--- src/rtl/bsg_seq_datapath.sv ---
// LFSR sequence generator driven by the control core's 2-bit state code.
// Emitted words leave through a small valid/ready circular FIFO.
module bsg_seq_datapath #(
   parameter int               WIDTH = 8,
   parameter logic [WIDTH-1:0] TAPS  = 8'hB8,
   parameter int               DEPTH = 4
) (
   input  logic                       clk,
   input  logic                       reset,
   input  logic [1:0]                 ctrl,
   input  logic [WIDTH-1:0]           seed,
   input  logic                       out_ready,
   output logic [WIDTH-1:0]           out_data,
   output logic                       out_valid,
   output logic [$clog2(DEPTH+1)-1:0] fifo_level,
   output logic [7:0]                 step_count,
   output logic                       overflow
);

   localparam int AW = $clog2(DEPTH);
   localparam int LW = $clog2(DEPTH+1);

   localparam logic [1:0] CTRL_IDLE = 2'b00;
   localparam logic [1:0] CTRL_LOAD = 2'b01;
   localparam logic [1:0] CTRL_RUN  = 2'b10;
   localparam logic [1:0] CTRL_EMIT = 2'b11;

   function automatic logic [7:0] sat_inc(input logic [7:0] v);
      return (v == 8'hFF) ? v : v + 8'd1;
   endfunction

   function automatic logic [WIDTH-1:0] lfsr_next(input logic [WIDTH-1:0] v);
      return {v[WIDTH-2:0], ^(v & TAPS)};
   endfunction

   logic [WIDTH-1:0] lfsr;
   logic [1:0]       prev_ctrl;
   logic [WIDTH-1:0] mem [DEPTH];
   logic [AW-1:0]    wr_ptr;
   logic [AW-1:0]    rd_ptr;
   logic [LW-1:0]    level;

   logic emit_entry;
   logic pop;
   logic full;
   logic push;
   logic drop;

   // A held EMIT only pushes on its first cycle.
   assign emit_entry = (ctrl == CTRL_EMIT) && (prev_ctrl != CTRL_EMIT);
   assign full       = (level == LW'(DEPTH));
   assign pop        = out_valid && out_ready;
   assign push       = emit_entry && (!full || pop);
   assign drop       = emit_entry && full && !pop;

   assign out_valid  = (level != '0);
   assign out_data   = out_valid ? mem[rd_ptr] : '0;
   assign fifo_level = level;

   always_ff @(posedge clk or posedge reset) begin
      if (reset) begin
         lfsr       <= WIDTH'(1);
         step_count <= 8'd0;
         overflow   <= 1'b0;
         prev_ctrl  <= CTRL_IDLE;
      end else begin
         prev_ctrl <= ctrl;
         case (ctrl)
            CTRL_LOAD: begin
               lfsr       <= (seed == '0) ? WIDTH'(1) : seed;
               step_count <= 8'd0;
               overflow   <= 1'b0;
            end
            CTRL_RUN: begin
               lfsr       <= lfsr_next(lfsr);
               step_count <= sat_inc(step_count);
            end
            default: begin
               if (drop) overflow <= 1'b1;
            end
         endcase
      end
   end

   always_ff @(posedge clk or posedge reset) begin
      if (reset) begin
         wr_ptr <= '0;
         rd_ptr <= '0;
         level  <= '0;
      end else begin
         if (push) wr_ptr <= wr_ptr + AW'(1);
         if (pop)  rd_ptr <= rd_ptr + AW'(1);
         case ({push, pop})
            2'b10:   level <= level + LW'(1);
            2'b01:   level <= level - LW'(1);
            default: level <= level;
         endcase
      end
   end

   // Storage needs no reset: out_data is masked whenever the FIFO is empty.
   always_ff @(posedge clk) begin
      if (push) mem[wr_ptr] <= lfsr;
   end

endmodule

--- config.mk ---
export PLATFORM = sky130hd
export DESIGN_NAME = bsg_seq_datapath
export DESIGN_NICKNAME = d
export VERILOG_FILES = /design/src/rtl/bsg_seq_datapath.sv
export SDC_FILE = /design/constraint.sdc
export NUM_CORES = 1
export LEC_CHECK = 0
export ABC_CLOCK_PERIOD_IN_PS = 4000
export CAP_MARGIN = 15
export CORE_UTILIZATION = 35
export CTS_BUF_LIST = sky130_fd_sc_hd__clkbuf_4 sky130_fd_sc_hd__clkbuf_8 sky130_fd_sc_hd__clkbuf_16
export DETAILED_ROUTE_END_ITERATION = 8
export HOLD_SLACK_MARGIN = 0.12
export PLACE_DENSITY = 0.64
export SKIP_LAST_GASP = 1
export SLEW_MARGIN = 20
export SYNTH_ARGS = -nofsm -noshare
export SYNTH_HDL_FRONTEND = slang
export SYNTH_SLANG_ARGS = --single-unit
--- constraint.sdc ---
create_clock -name clk -period 4 [get_ports clk]
set_clock_uncertainty 0.1 [all_clocks]
set_input_delay 0.6 -clock clk [delete_from_list [all_inputs] [get_ports clk]]
set_output_delay 0.6 -clock clk [all_outputs]
set_load 0.005 [all_outputs]
==> metrics.log <==
INFO  metric result_of_the_run = finished, final reports clean
INFO  metric cts.repair_timing.setup_buffer_count = 0
INFO  metric power.static_leakage = 1.22 nW
INFO  metric hold_buffers = 0
INFO  metric fillerInstances = 652
INFO  metric relSlewSlack = 37.5%
INFO  metric rsz0062_at_grt = false
INFO  metric setup_slack = 1.07 ns
INFO  metric comb_power_share = 28.4%
INFO  metric required = 3.30 ns
INFO  metric total_switching_power = 0.000558 W
INFO  metric dr.first_iter.drc_count = 120
INFO  metric multi_input_area = 988 um2
INFO  metric sequential_area = 0.00161 mm2
INFO  metric drv_slew = 0
INFO  metric timing.setup.critical_path_class = register to primary output
INFO  metric share_seq_of_total_power = 44.7%
INFO  metric worstSetupEndpointType = primary output
INFO  metric grt_max_degree = 27
INFO  metric critPathSlowestCell = sky130_fd_sc_hd__dfrtp_1
INFO  metric ctsRootBufferMaster = sky130_fd_sc_hd__clkbuf_8
INFO  metric setup_viol = 0
INFO  metric gr-total-overflow = 0
INFO  metric dp_worst_setup_slack = 1.07 ns
INFO  metric worstPathArrival = 2.23 ns
INFO  metric worstHoldPathType = register to register
INFO  metric critical-path-max-stage-delay = 0.71 ns
INFO  metric fp.dieArea = 0.00800 mm2
INFO  metric initial_core_utilization = 36.5%
INFO  metric synthesis.yosys.warnings = 0
INFO  metric worst_skew_pair.late_latency = 0.32 ns
INFO  metric yosysUniqueCellTypes = 44
INFO  metric num-nets-final = 262
INFO  metric syn_area_per_cell = 13.2 um2
INFO  metric drt_wl_total = 4610 um
INFO  metric die_outline_width = 89.5 um
INFO  metric cts_buffers = 9
INFO  metric avgViaCountPerCell = 4.78
INFO  metric numPortBuffers = 33
INFO  metric cellPowerDensity = 583 mW/mm2
INFO  metric period_needed = 2.93 ns
INFO  metric fmax = 0.342 GHz
INFO  metric detailroute.via_count = 1,644
INFO  metric number_of_global_route_vias_before_repair = 1,551
INFO  metric synth_area = 0.00268 mm2
INFO  metric detail_route.first_pass.iterations = 4
INFO  metric wire_length_of_the_first_global_routing_pass = 7450 um
INFO  metric cts_buffer_depth = 2
INFO  metric worst_slew_pin_slew = 0.932 ns
INFO  metric boundaryPins = 34
INFO  metric detailed_place_hpwl = 3250 um
INFO  metric fp.coreArea = 0.00733 mm2
INFO  metric timing.max_cap.violations = 0
INFO  metric synth.net_count = 225
INFO  metric p_sw_share = 29.1%
INFO  metric cts_resized = 0
INFO  metric worstPathCellList = mux4_2 -> and2_1 -> clkdlybuf4s50_1
INFO  metric setup-tns-final = 0 ns
INFO  metric gp_routability_congestion = 0.783
INFO  metric h-tree-depth = 3
INFO  metric antennaDiodeCount = 0
INFO  metric syn-instance-count = 203
INFO  metric final_layout_size_suffix_gt1_share = 11.0%
INFO  metric grt_use_total = 12.8%
INFO  metric grt_antenna_before_repair = 0
INFO  metric crit_path_max_fanout = 10
INFO  metric areaGrowthSynthToFinish = 22.9%
INFO  metric ys_ff_latch = 58
INFO  metric tritoncts_clock_tree = done
INFO  metric intPower = 0.00136 W
INFO  metric ys_seq_area_share = 60.2%
INFO  metric num_rows = 31
INFO  metric cts.sink_count = 58
INFO  metric drt.antenna.violating_nets = 0
INFO  metric floorplan.die.height = 89.5 um
INFO  metric drt_drc_violations_left = 0
INFO  metric clock_power_share = 26.9%
INFO  metric worst_setup_hold_path_clk_slew = 0.06 ns
INFO  metric timing.final.crit_share = 73.1%
INFO  metric avgRoutedWirePerCell = 13.4 um
INFO  metric worst_ir_drop_on_vdd = 0.000212 V
INFO  metric finalHoldViolCount = 0
INFO  metric critical_path.startpoint_type = register
## cell type report
type | count | area share (%)
clock inverter | 7 | 2.13
timing repair buffer | 33 | 10.0
inverter | 10 | 1.22
clock buffer | 9 | 3.77
tap | 99 | 3.77
multi-input combinational | 128 | 30.0
sequential | 58 | 49.0
## stage by stage
stage / cells / util (%) / total power, W / hold slack, ns / cell area (um2)
4_1_cts: 344 / 44.9 / 0.00195 / 0.422 / 3290
3_3_place_gp: 328 / 42.2 / 0.00141 / 0.410 / 3100
5_1_grt: 344 / 44.9 / 0.00205 / 0.457 / 3290
6_report: 344 / 44.9 / 0.00192 / 0.410 / 3290
2_1_floorplan: 203 / - / 0.00118 / 0.386 / 2680
3_5_place_dp: 328 / 42.2 / 0.00143 / 0.406 / 3100
## sequential cells by signal (all words and copies together) (netlist names)
| signal | flops |
|---|---|
| rd_ptr | 2 |
| fifo_level | 3 |
| mem | 32 |
| lfsr | 8 |
| wr_ptr | 2 |
| step_count | 8 |
| overflow | 1 |
| prev_ctrl | 2 |
## cell usage after synthesis, drive strengths merged
library cell   n  area, um2
edfxtp        32        961
dfrtp         25        626
nand2         15       56.3
and2          12       75.1
nor2          12       45.0
o21ai         11       55.1
inv           10       40.0
mux2i          9       90.1
ha             8        100
mux4           8        180
nand3          7       35.0
xnor2          7       61.3
nor3           5       25.0
buf            4       25.0
a21oi          3       15.0
a31oi          3       18.8
clkbuf         3       11.3
nand4          3       18.8
nor4           2       12.5
o22ai          2       12.5
or2            2       12.5
xor2           2       17.5
a2111oi        1       8.76
a21bo          1       10.0
a21boi         1       7.51
a221o          1       10.0
a2bb2oi        1       8.76
a41oi          1       8.76
and3           1       6.26
dfstp          1       26.3
fa             1       20.0
mux2           1       11.3
nor2b          1       6.26
nor3b          1       12.5
o211ai         1       7.51
o21a           1       7.51
o2bb2ai        1       8.76
o41ai          1       8.76
or3            1       6.26
or3b           1       8.76
## power groups by stage
stage	Sequential (W)	Combinational (W)	Clock, W
detailed placement	0.000872	0.000557	0
finish	0.000857	0.000546	0.000516
floorplan	0.000803	0.000376	0
global placement	0.000868	0.000547	0
global route	0.000876	0.000619	0.000551
CTS	0.000860	0.000558	0.000530
## layer usage
| layer | up-vias | wire (um) | share of wire (%) | global-route usage, % |
|---|---|---|---|---|
| met5 | - | 0 | 0 | 0 |
| li1 | 819 | - | - | - |
| met1 | 777 | 2270 | 49 | 17.6 |
| met3 | 8 | 196 | 4.3 | 3.51 |
| met2 | 40 | 2090 | 45 | 19.4 |
| met4 | 0 | 61 | 1.3 | 5.19 |
## path summary, 6_finish.rpt
check / from / to / slack (ns) / cells after the start
worst min-delay path: overflow / overflow / 0.41 / 2
worst max register to register: fifo_level[0] / fifo_level[2] / 1.86 / 7
worst max-delay path: rd_ptr[0] / out_data[6] / 1.07 / 3
min in group asynchronous: reset / fifo_level[0] / 0.58 / 2
worst min register to register: overflow / overflow / 0.41 / 2
max in group asynchronous: reset / lfsr[6] / 2.79 / 2
## kinds of logic after synthesis
logic type / Yosys count / share of synthesized area (%)
compound gates: 29 / 7.01
xor+xnor: 9 / 2.94
fa+ha+maj: 9 / 4.49
buf+inv: 17 / 2.85
flops: 58 / 60.2
mux: 18 / 10.5
simple gates: 63 / 12.0
## cell usage in the layout (no fill, tap or decap), drive strengths merged, types with 8 or more instances in the layout
cell type	instances
clkbuf	9
ha	8
o21ai	11
mux4	8
inv	9
nor2	12
clkdlybuf4s50	33
nand2	15
mux2i	9
edfxtp	32
and2	12
dfrtp	25
## worst max-delay path, delay by kind of cell (launching register included)
kind / cells / cell delay [ns]
multiplexers: 1 / 0.59
flip-flops: 1 / 0.71
buffers and inverters: 1 / 0.43
AND/OR/NAND/NOR: 1 / 0.17
No activity file was read; power rests on OpenSTA's default activity.
